$ cat config.mk
export PLATFORM = sky130hd
export DESIGN_NAME = pic_irq_dispatcher
export DESIGN_NICKNAME = d
export VERILOG_FILES = /design/src/rtl/pic_dispatch_pkg.sv /design/src/rtl/pic_prio_enc.sv /design/src/rtl/pic_irq_dispatcher.sv
export SDC_FILE = /design/constraint.sdc
export NUM_CORES = 1
export LEC_CHECK = 0
export ABC_AREA = 0
export CAP_MARGIN = 20
export CORE_MARGIN = 3
export CORE_UTILIZATION = 35
export CTS_BUF_LIST = sky130_fd_sc_hd__clkbuf_8
export DETAILED_ROUTE_END_ITERATION = 10
export PLACE_DENSITY_LB_ADDON = 0.1
export SLEW_MARGIN = 25
export SYNTH_ARGS = -nofsm -noshare
export SYNTH_HDL_FRONTEND = slang
export SYNTH_SLANG_ARGS = --single-unit
$ cat constraint.sdc
create_clock -name clk_i -period 2 [get_ports clk_i]
set_clock_uncertainty 0.05 [all_clocks]
set_input_delay 0.4 -clock clk_i [delete_from_list [all_inputs] [get_ports clk_i]]
set_output_delay 0.4 -clock clk_i [all_outputs]
set_load 0.005 [all_outputs]
$ cat src/rtl/pic_dispatch_pkg.sv
// pic_dispatch_pkg
// Shared definitions for the interrupt dispatch sequencer:
//   - disp_state_e : dispatcher FSM states
//   - PIC_ADR_*    : register addresses of the upstream simple_pic
//   - VEC_W        : width of the CPU interrupt vector
package pic_dispatch_pkg;

    localparam int VEC_W = 8;

    localparam logic [1:0] PIC_ADR_EDGEN = 2'b00;
    localparam logic [1:0] PIC_ADR_POL   = 2'b01;
    localparam logic [1:0] PIC_ADR_MASK  = 2'b10;
    localparam logic [1:0] PIC_ADR_PEND  = 2'b11;

    typedef enum logic [2:0] {
        ST_IDLE     = 3'd0,
        ST_RD_PEND  = 3'd1,
        ST_PRESENT  = 3'd2,
        ST_SERVICE  = 3'd3,
        ST_CLR_PEND = 3'd4,
        ST_HOLDOFF  = 3'd5
    } disp_state_e;

endpackage

$ cat src/rtl/pic_prio_enc.sv
// pic_prio_enc
// Combinational 8-bit priority encoder with a movable starting point.
// The search begins at bit 'start' and walks upward, wrapping modulo 8;
// the first set bit found is reported.
// Ports:
//   req   in  8 : request bits
//   start in  3 : bit position with the highest priority
//   idx   out 3 : index of the selected bit (0 when none)
//   valid out 1 : at least one request bit is set
module pic_prio_enc (
    input  logic [7:0] req,
    input  logic [2:0] start,
    output logic [2:0] idx,
    output logic       valid
);

    // Walk from the lowest priority offset to the highest so the
    // last assignment made is the winning one.
    always_comb begin
        idx   = 3'd0;
        valid = 1'b0;
        for (int i = 7; i >= 0; i--) begin
            if (req[start + 3'(i)]) begin
                idx   = start + 3'(i);
                valid = 1'b1;
            end
        end
    end

endmodule

$ cat src/rtl/pic_irq_dispatcher.sv
// pic_irq_dispatcher
// Sits behind simple_pic. When the PIC raises its interrupt line, reads the
// PENDING register over Wishbone, picks one source, presents a vector to the
// CPU, waits for end-of-interrupt and then clears that source in PENDING.
//
// Optional feature: define PIC_DISPATCH_RR_EN for rotating priority (search
// starts after the last serviced index). Without it, bit 0 always wins.
//
// Ports:
//   clk_i, rst_i            clock, synchronous active-low reset
//   int_i                   PIC interrupt line
//   m_cyc_o .. m_ack_i      Wishbone master to the PIC register port
//   irq_req_o, irq_vec_o    vector request to the CPU
//   irq_ack_i, eoi_i        CPU take / end-of-interrupt
//   busy_o                  FSM not idle
//   err_o, err_clr_i        sticky bus-timeout flag and its clear
//
// Handshakes: a Wishbone cycle holds cyc/stb/we/adr/dat constant until ack is
// sampled high, then drops them on the following edge. irq_req_o holds with a
// stable irq_vec_o until irq_ack_i is sampled high, then drops on the next edge.
module pic_irq_dispatcher
    import pic_dispatch_pkg::*;
#(
    parameter logic [7:0] VEC_BASE    = 8'h20,
    parameter int         ACK_TIMEOUT = 16
) (
    input  logic             clk_i,
    input  logic             rst_i,
    input  logic             int_i,
    output logic             m_cyc_o,
    output logic             m_stb_o,
    output logic             m_we_o,
    output logic [1:0]       m_adr_o,
    output logic [7:0]       m_dat_o,
    input  logic [7:0]       m_dat_i,
    input  logic             m_ack_i,
    output logic             irq_req_o,
    output logic [VEC_W-1:0] irq_vec_o,
    input  logic             irq_ack_i,
    input  logic             eoi_i,
    output logic             busy_o,
    output logic             err_o,
    input  logic             err_clr_i
);

    localparam logic [7:0] TMO_LAST = 8'(ACK_TIMEOUT - 1);

    disp_state_e      state_q, state_d;
    logic             cyc_q, cyc_d;
    logic             we_q, we_d;
    logic [1:0]       adr_q, adr_d;
    logic [7:0]       dat_q, dat_d;
    logic             req_q, req_d;
    logic [VEC_W-1:0] vec_q, vec_d;
    logic [2:0]       idx_q, idx_d;
    logic             busy_q, busy_d;
    logic             err_q, err_d;
    logic             err_set;
    logic [7:0]       tmo_q, tmo_d;
    logic             hold_q, hold_d;

    logic [2:0]       enc_idx;
    logic             enc_valid;
    logic [2:0]       enc_start;

`ifdef PIC_DISPATCH_RR_EN
    logic [2:0] last_q, last_d;
    assign enc_start = last_q + 3'd1;
`else
    assign enc_start = 3'd0;
`endif

    pic_prio_enc u_enc (
        .req   (m_dat_i),
        .start (enc_start),
        .idx   (enc_idx),
        .valid (enc_valid)
    );

    always_comb begin
        state_d = state_q;
        cyc_d   = cyc_q;
        we_d    = we_q;
        adr_d   = adr_q;
        dat_d   = dat_q;
        req_d   = req_q;
        vec_d   = vec_q;
        idx_d   = idx_q;
        tmo_d   = tmo_q;
        hold_d  = hold_q;
        err_set = 1'b0;
`ifdef PIC_DISPATCH_RR_EN
        last_d  = last_q;
`endif

        case (state_q)
            ST_IDLE: begin
                if (int_i) begin
                    state_d = ST_RD_PEND;
                    cyc_d   = 1'b1;
                    we_d    = 1'b0;
                    adr_d   = PIC_ADR_PEND;
                    dat_d   = 8'h00;
                    tmo_d   = 8'd0;
                end
            end

            ST_RD_PEND: begin
                if (m_ack_i) begin
                    cyc_d = 1'b0;
                    adr_d = PIC_ADR_EDGEN;
                    if (enc_valid) begin
                        idx_d   = enc_idx;
                        vec_d   = VEC_BASE + {5'd0, enc_idx};
                        req_d   = 1'b1;
                        state_d = ST_PRESENT;
                    end else begin
                        // Line was high but nothing is pending: spurious.
                        state_d = ST_HOLDOFF;
                        hold_d  = 1'b0;
                    end
                end else if (tmo_q == TMO_LAST) begin
                    cyc_d   = 1'b0;
                    adr_d   = PIC_ADR_EDGEN;
                    err_set = 1'b1;
                    state_d = ST_HOLDOFF;
                    hold_d  = 1'b0;
                end else begin
                    tmo_d = tmo_q + 8'd1;
                end
            end

            ST_PRESENT: begin
                if (irq_ack_i) begin
                    req_d   = 1'b0;
                    state_d = ST_SERVICE;
                end
            end

            ST_SERVICE: begin
                if (eoi_i) begin
                    state_d = ST_CLR_PEND;
                    cyc_d   = 1'b1;
                    we_d    = 1'b1;
                    adr_d   = PIC_ADR_PEND;
                    dat_d   = 8'h01 << idx_q;
                    tmo_d   = 8'd0;
                end
            end

            ST_CLR_PEND: begin
                if (m_ack_i || (tmo_q == TMO_LAST)) begin
                    cyc_d   = 1'b0;
                    we_d    = 1'b0;
                    adr_d   = PIC_ADR_EDGEN;
                    dat_d   = 8'h00;
                    state_d = ST_HOLDOFF;
                    hold_d  = 1'b0;
                    if (m_ack_i) begin
`ifdef PIC_DISPATCH_RR_EN
                        last_d = idx_q;
`endif
                    end else begin
                        // Source stays pending in the PIC and will re-fire.
                        err_set = 1'b1;
                    end
                end else begin
                    tmo_d = tmo_q + 8'd1;
                end
            end

            ST_HOLDOFF: begin
                // Two cycles so the PIC's registered int_o reflects the clear.
                if (hold_q) begin
                    state_d = ST_IDLE;
                end else begin
                    hold_d = 1'b1;
                end
            end

            default: begin
                state_d = ST_IDLE;
                cyc_d   = 1'b0;
                we_d    = 1'b0;
                req_d   = 1'b0;
            end
        endcase

        busy_d = (state_d != ST_IDLE);
        // A timeout in the same cycle as a clear request keeps the flag set.
        err_d  = err_set | (err_q & ~err_clr_i);
    end

    always_ff @(posedge clk_i) begin
        if (!rst_i) begin
            state_q <= ST_IDLE;
            cyc_q   <= 1'b0;
            we_q    <= 1'b0;
            adr_q   <= 2'b00;
            dat_q   <= 8'h00;
            req_q   <= 1'b0;
            vec_q   <= '0;
            idx_q   <= 3'd0;
            busy_q  <= 1'b0;
            err_q   <= 1'b0;
            tmo_q   <= 8'd0;
            hold_q  <= 1'b0;
`ifdef PIC_DISPATCH_RR_EN
            last_q  <= 3'd7;
`endif
        end else begin
            state_q <= state_d;
            cyc_q   <= cyc_d;
            we_q    <= we_d;
            adr_q   <= adr_d;
            dat_q   <= dat_d;
            req_q   <= req_d;
            vec_q   <= vec_d;
            idx_q   <= idx_d;
            busy_q  <= busy_d;
            err_q   <= err_d;
            tmo_q   <= tmo_d;
            hold_q  <= hold_d;
`ifdef PIC_DISPATCH_RR_EN
            last_q  <= last_d;
`endif
        end
    end

    assign m_cyc_o   = cyc_q;
    assign m_stb_o   = cyc_q;
    assign m_we_o    = we_q;
    assign m_adr_o   = adr_q;
    assign m_dat_o   = dat_q;
    assign irq_req_o = req_q;
    assign irq_vec_o = vec_q;
    assign busy_o    = busy_q;
    assign err_o     = err_q;

endmodule

### Word level (Yosys, flattened, before mapping)

Cells that the tools add are included.

* register bits after elaboration: 38
* input port bits: 15
* output and inout bits: 24

* $add $sub $neg: 2
* equality and inequality tests: 17
* shifts and indexed selects: 1
* muxes and demuxes: 60
* bitwise operators: 6
* reduce and logical (&&, ||, !) cells: 17

Operators with widths (count)
* $mux 8: 7
* $mux 3: 16
* $pmux 8 s4: 1
* $pmux 8 s3: 1
* $mux 1: 23
* $ne 2x2->1 const B: 9
* $pmux 3 s6: 1
* $reduce_and 4->1: 4
* $mux 2: 5
* $reduce_and 5->1: 2
* $reduce_bool 3->1: 3
* $add 8x1->8 const B: 1
* $eq 8x4->1 const B: 1
* $pmux 2 s4: 1
* $shl 1x3->8 const A: 1
* $add 6x3->7 const A: 1
* $eq 3x2->1 const B: 2
* $eq 3x3->1 const B: 2
* $ne 3x3->1 const B: 2
* $pmux 1 s3: 2
* $reduce_and 6->1: 1
* $pmux 1 s5: 1
* $not 1->1: 4
* $pmux 1 s4: 1
* other kinds (11): 11

### Logic depth before layout (Yosys ltp)

* word-level depth: 12
* depth in mapped cells: 7
* mapped depth without buffers: 6

### By module

A second synthesis with hierarchy kept.

* cell total of the unflattened synthesis: 275
* area, all modules: 2426.1 um^2

By module, submodules not included
* pic_irq_dispatcher: instances 1, cells an instance 195, area each 1620.3 um^2, seq. area each 600.6 um^2
* pic_prio_enc: instances 1, cells an instance 80, area each 805.8 um^2, seq. area each 0.0 um^2

### Least setup slack after synthesis

OpenSTA, ideal clock, no wires.

* path type: reg-to-reg
* start: register tmo_q[0]
* end: register tmo_q[2]
* setup time: 0.070 ns
* arrival: 1.692 ns
* required time: 1.880 ns
* slack: 0.187 ns
* stages on the path, launching flop included: 8
* buffers on the path: 1
* cells stage by stage: dfxtp_1 ha_1 and3_1 buf_6 a22o_4 a21o_1 or3_1 a21oi_1

* word-level cells in the longest chain between the ends: 4
* elaborated cells on any way between the ends: 10
* those cells by class: add/sub: 1; eq/ne: 3; mux: 4; reduce/logical: 2

Ends and longest elaborated chain
* from (decl): RTL line pic_irq_dispatcher.sv:59 `logic [7:0] tmo_q, tmo_d;`
* from (signal assigned): RTL line pic_irq_dispatcher.sv:222 `tmo_q <= tmo_d;`
* $add 8x1->8 / $eq 8x4->1 (equally long branches)
* $mux 8 / $logic_or 1x1->1 (equally long branches): RTL line pic_irq_dispatcher.sv:122, pic_irq_dispatcher.sv:152
* $mux 8 / $ne 2x2->1 (equally long branches)
* $pmux 8 s4 / $reduce_and 6->1 (equally long branches)

Parallel ways exist; a longest one is shown, timed or not. The select of a mux whose other input is x is not followed.
A chain may end at the register's enable or synchronous reset.

### Final worst setup path

Ends and elaborated chain as after synthesis.

==> summary.txt <==
Global routing
  • First-pass GRT wire length: 7800 um
  • Overflow after GRT: 0
  • Antenna violations before repair: 0
  • Number of global-route vias before repair: 1601
  • GRT Overall Usage: 16.3%
  • Largest net degree at the start of global routing: 15

Clock network
  • H-Tree Level Count: 2
  • Post-CTS repair timing setup buffer count: 0
  • Post-CTS resize count: 0
  • Worst-skew pair later-pin latency: 0.28 ns
  • Clk pin slew, worst setup/hold paths: 0.06 ns
  • Clk root buf: clkbuf_8
  • CTS Sinks: 30
  • # hold bufs at CTS: 0
  • Inserted Clock Buffers: 5
  • TritonCTS clock tree: built
  • Clock tree buffer depth: 2

Die
  • I/O Pins: 39
  • Die Wd: 76.2 um
  • Die Height: 76.2 um
  • Cell row count: 24
  • Starting Density: 37.7%
  • Core Region: 4560 um^2
  • Die area: 5800 um^2

Cells and area
  • Number of diodes: 0
  • Final Util: 51.3%
  • Share of layout cells above drive strength 1: 16.9%
  • Post-layout nets: 282
  • Syn-to-layout area delta: 35.9%

Power and ir drop
  • Worst VDD drop: 0.505 mV
  • PwrDens: 623 nW/um^2
  • Leakage: 0.000846 uW

Worst setup path
  • Startpoint types: flip-flop
  • CP endpoint kind: flip-flop
  • Crit Path Class: flip-flop to flip-flop
  • Crit Path Max Fanout: 5
  • Critical Path AT: 2.06 ns
  • CP Data Required Time: 2.17 ns

Routing
  • Antenna Violating Nets Remaining: 0
  • DRT Wirelength: 4490 um
  • Vias: 1707
  • Via density: 5.14
  • WL per Instance: 13.5 um
  • Post-route DRC: 0
  • Iter 0 DRT Violations: 113
  • DRT Pass-1 Iters: 4

Logic synthesis
  • Async SR Flop Fraction: 0%
  • Synthesized cell area: 1720 um^2
  • Register area share after synthesis: 34.9%
  • Register bit total from synthesis: 30
  • Post-synth EDFFs: 0
  • Total number of yosys warnings: 0
  • Post-synth cell types: 55
  • Top flip-flop cell by instance count after synthesis: dfxtp_1
  • Avg Cell Area, Syn: 8.13 um^2
  • Cells after Synth: 212

Min path
  • Hold Path Class: flip-flop to flip-flop

Timing
  • Post-route clock period utilization: 94.7%
  • RSZ-0062 raised after global routing: no
  • Fmax: 528 MHz
  • Slew Limit Fails: 0
  • TNS Setup: 0 ns
  • Final Setup Violations: 0
  • Tmin final: 1.89 ns
  • Final hold violation count: 0

Placed design
  • Count of buffers from port buffering: 34
  • Post-DP HPWL: 3450 um
  • Final Wtd Congestion: 0.810

Flow run
  • Max cap viols: 0

Status
  • Outcome: finished clean
## cell usage after synthesis, drive strengths merged (2+ instances only)
cell     instances  area [um^2]
inv              7         26.3
nor2            19         71.3
and3             4         26.3
buf             10         71.3
o21a             2         15.0
a21o             3         22.5
nor3             4         20.0
nor2b            4         25.0
a2111oi          3         63.8
clkbuf           4         15.0
a22o             2         26.3
o22ai            2         12.5
a21oi           27          143
nor4             3         25.0
nor3b            3         22.5
a211oi           4         30.0
o21ai            6         56.3
o31ai            2         15.0
or3              3         18.8
nand4            3         18.8
nand3           15         75.1
nand2           23         86.3
dfxtp           30          601
or4              2         15.0
o21bai           2         15.0
xnor2            4         35.0
nand2b           3         18.8
## area by class of cell
| class | instances | area, um^2 |
|---|---|---|
| clock buffers | 6 | 82.6 |
| clock inverters | 2 | 8.76 |
| fillers | 464 | 2220 |
| inverters | 8 | 30.0 |
| multi-input cells | 163 | 1020 |
| flip-flops and latches | 30 | 601 |
| well taps | 65 | 81.3 |
| repair buffers | 58 | 520 |
## per-stage QoR
stage          hold WS, ns  worst slack (ns)  cells  cell area (um^2)  power [uW]
6_report             0.399             0.106    332              2340        1460
5_1_grt              0.423            0.0194    332              2340        1540
4_1_cts              0.402             0.101    332              2340        1480
3_5_place_dp         0.393            -0.130    324              2250         969
3_3_place_gp         0.390            -0.112    324              2250         970
2_1_floorplan        0.398             0.187    215              1730         826
## critical path, cell delays in order, from the launching register on
cell and delay, ns:
dfxtp_1 0.34, ha_1 0.21, and3_1 0.26, a22o_4 0.32, a21o_1 0.20, or3_1 0.31
a21oi_1 0.14
## metal layers
| layer | track usage [%] | up-vias | share of wire [%] |
|---|---|---|---|
| met2 | 25.9 | 41 | 46 |
| met1 | 21.7 | 789 | 48 |
| li1 | - | 869 | - |
| met5 | 0 | - | 0 |
| met3 | 3.78 | 8 | 4.3 |
| met4 | 5.43 | 0 | 1.4 |
## worst paths after layout
check             startpoint         end  slack [ns]  cells past startpoint
setup / recovery    tmo_q[0]    tmo_q[2]        0.11                      6
hold / removal    m_dat_o[7]  m_dat_o[7]        0.40                      2
setup reg to reg    tmo_q[0]    tmo_q[2]        0.11                      6
hold reg to reg   m_dat_o[7]  m_dat_o[7]        0.40                      2
## kinds of logic after synthesis
group / count (synthesis) / share of synthesized area, %
flops: 30 / 34.9
xor+xnor: 4 / 2.03
compound gates: 61 / 27.2
mux: 2 / 1.23
buf+inv: 22 / 6.75
simple gates: 91 / 26.9
other cells: 1 / 0.218
fa+ha+maj: 1 / 0.726
## report_power, final
group | switching (uW) | leakage, uW | total (uW) | internal (uW)
clock | 230 | 0.0000524 | 503 | 272
combinational | 152 | 0.000550 | 308 | 156
sequential | 27.3 | 0.000243 | 648 | 620
total | 410 | 0.000846 | 1460 | 1050
## cell usage in the layout (no fill, tap or decap), drive strengths merged, types with 6 or more instances in the layout
cell | netlist | layout
clkdlybuf4s50 | 0 | 34
dfxtp | 30 | 30
a21oi | 27 | 27
buf | 10 | 24
nand2 | 23 | 23
nor2 | 19 | 19
nand3 | 15 | 15
inv | 7 | 8
clkbuf | 4 | 6
o21ai | 6 | 6
## state kept, by name, indices dropped and copies added (netlist names)
name       flops
irq_req_o      1
err_o          1
m_we_o         1
busy_o         1
m_dat_o        8
irq_vec_o      2
m_adr_o        1
tmo_q          8
hold_q         1
m_cyc_o        1
state_q        3
idx_q          2
(Power assumes the default switching activity.)
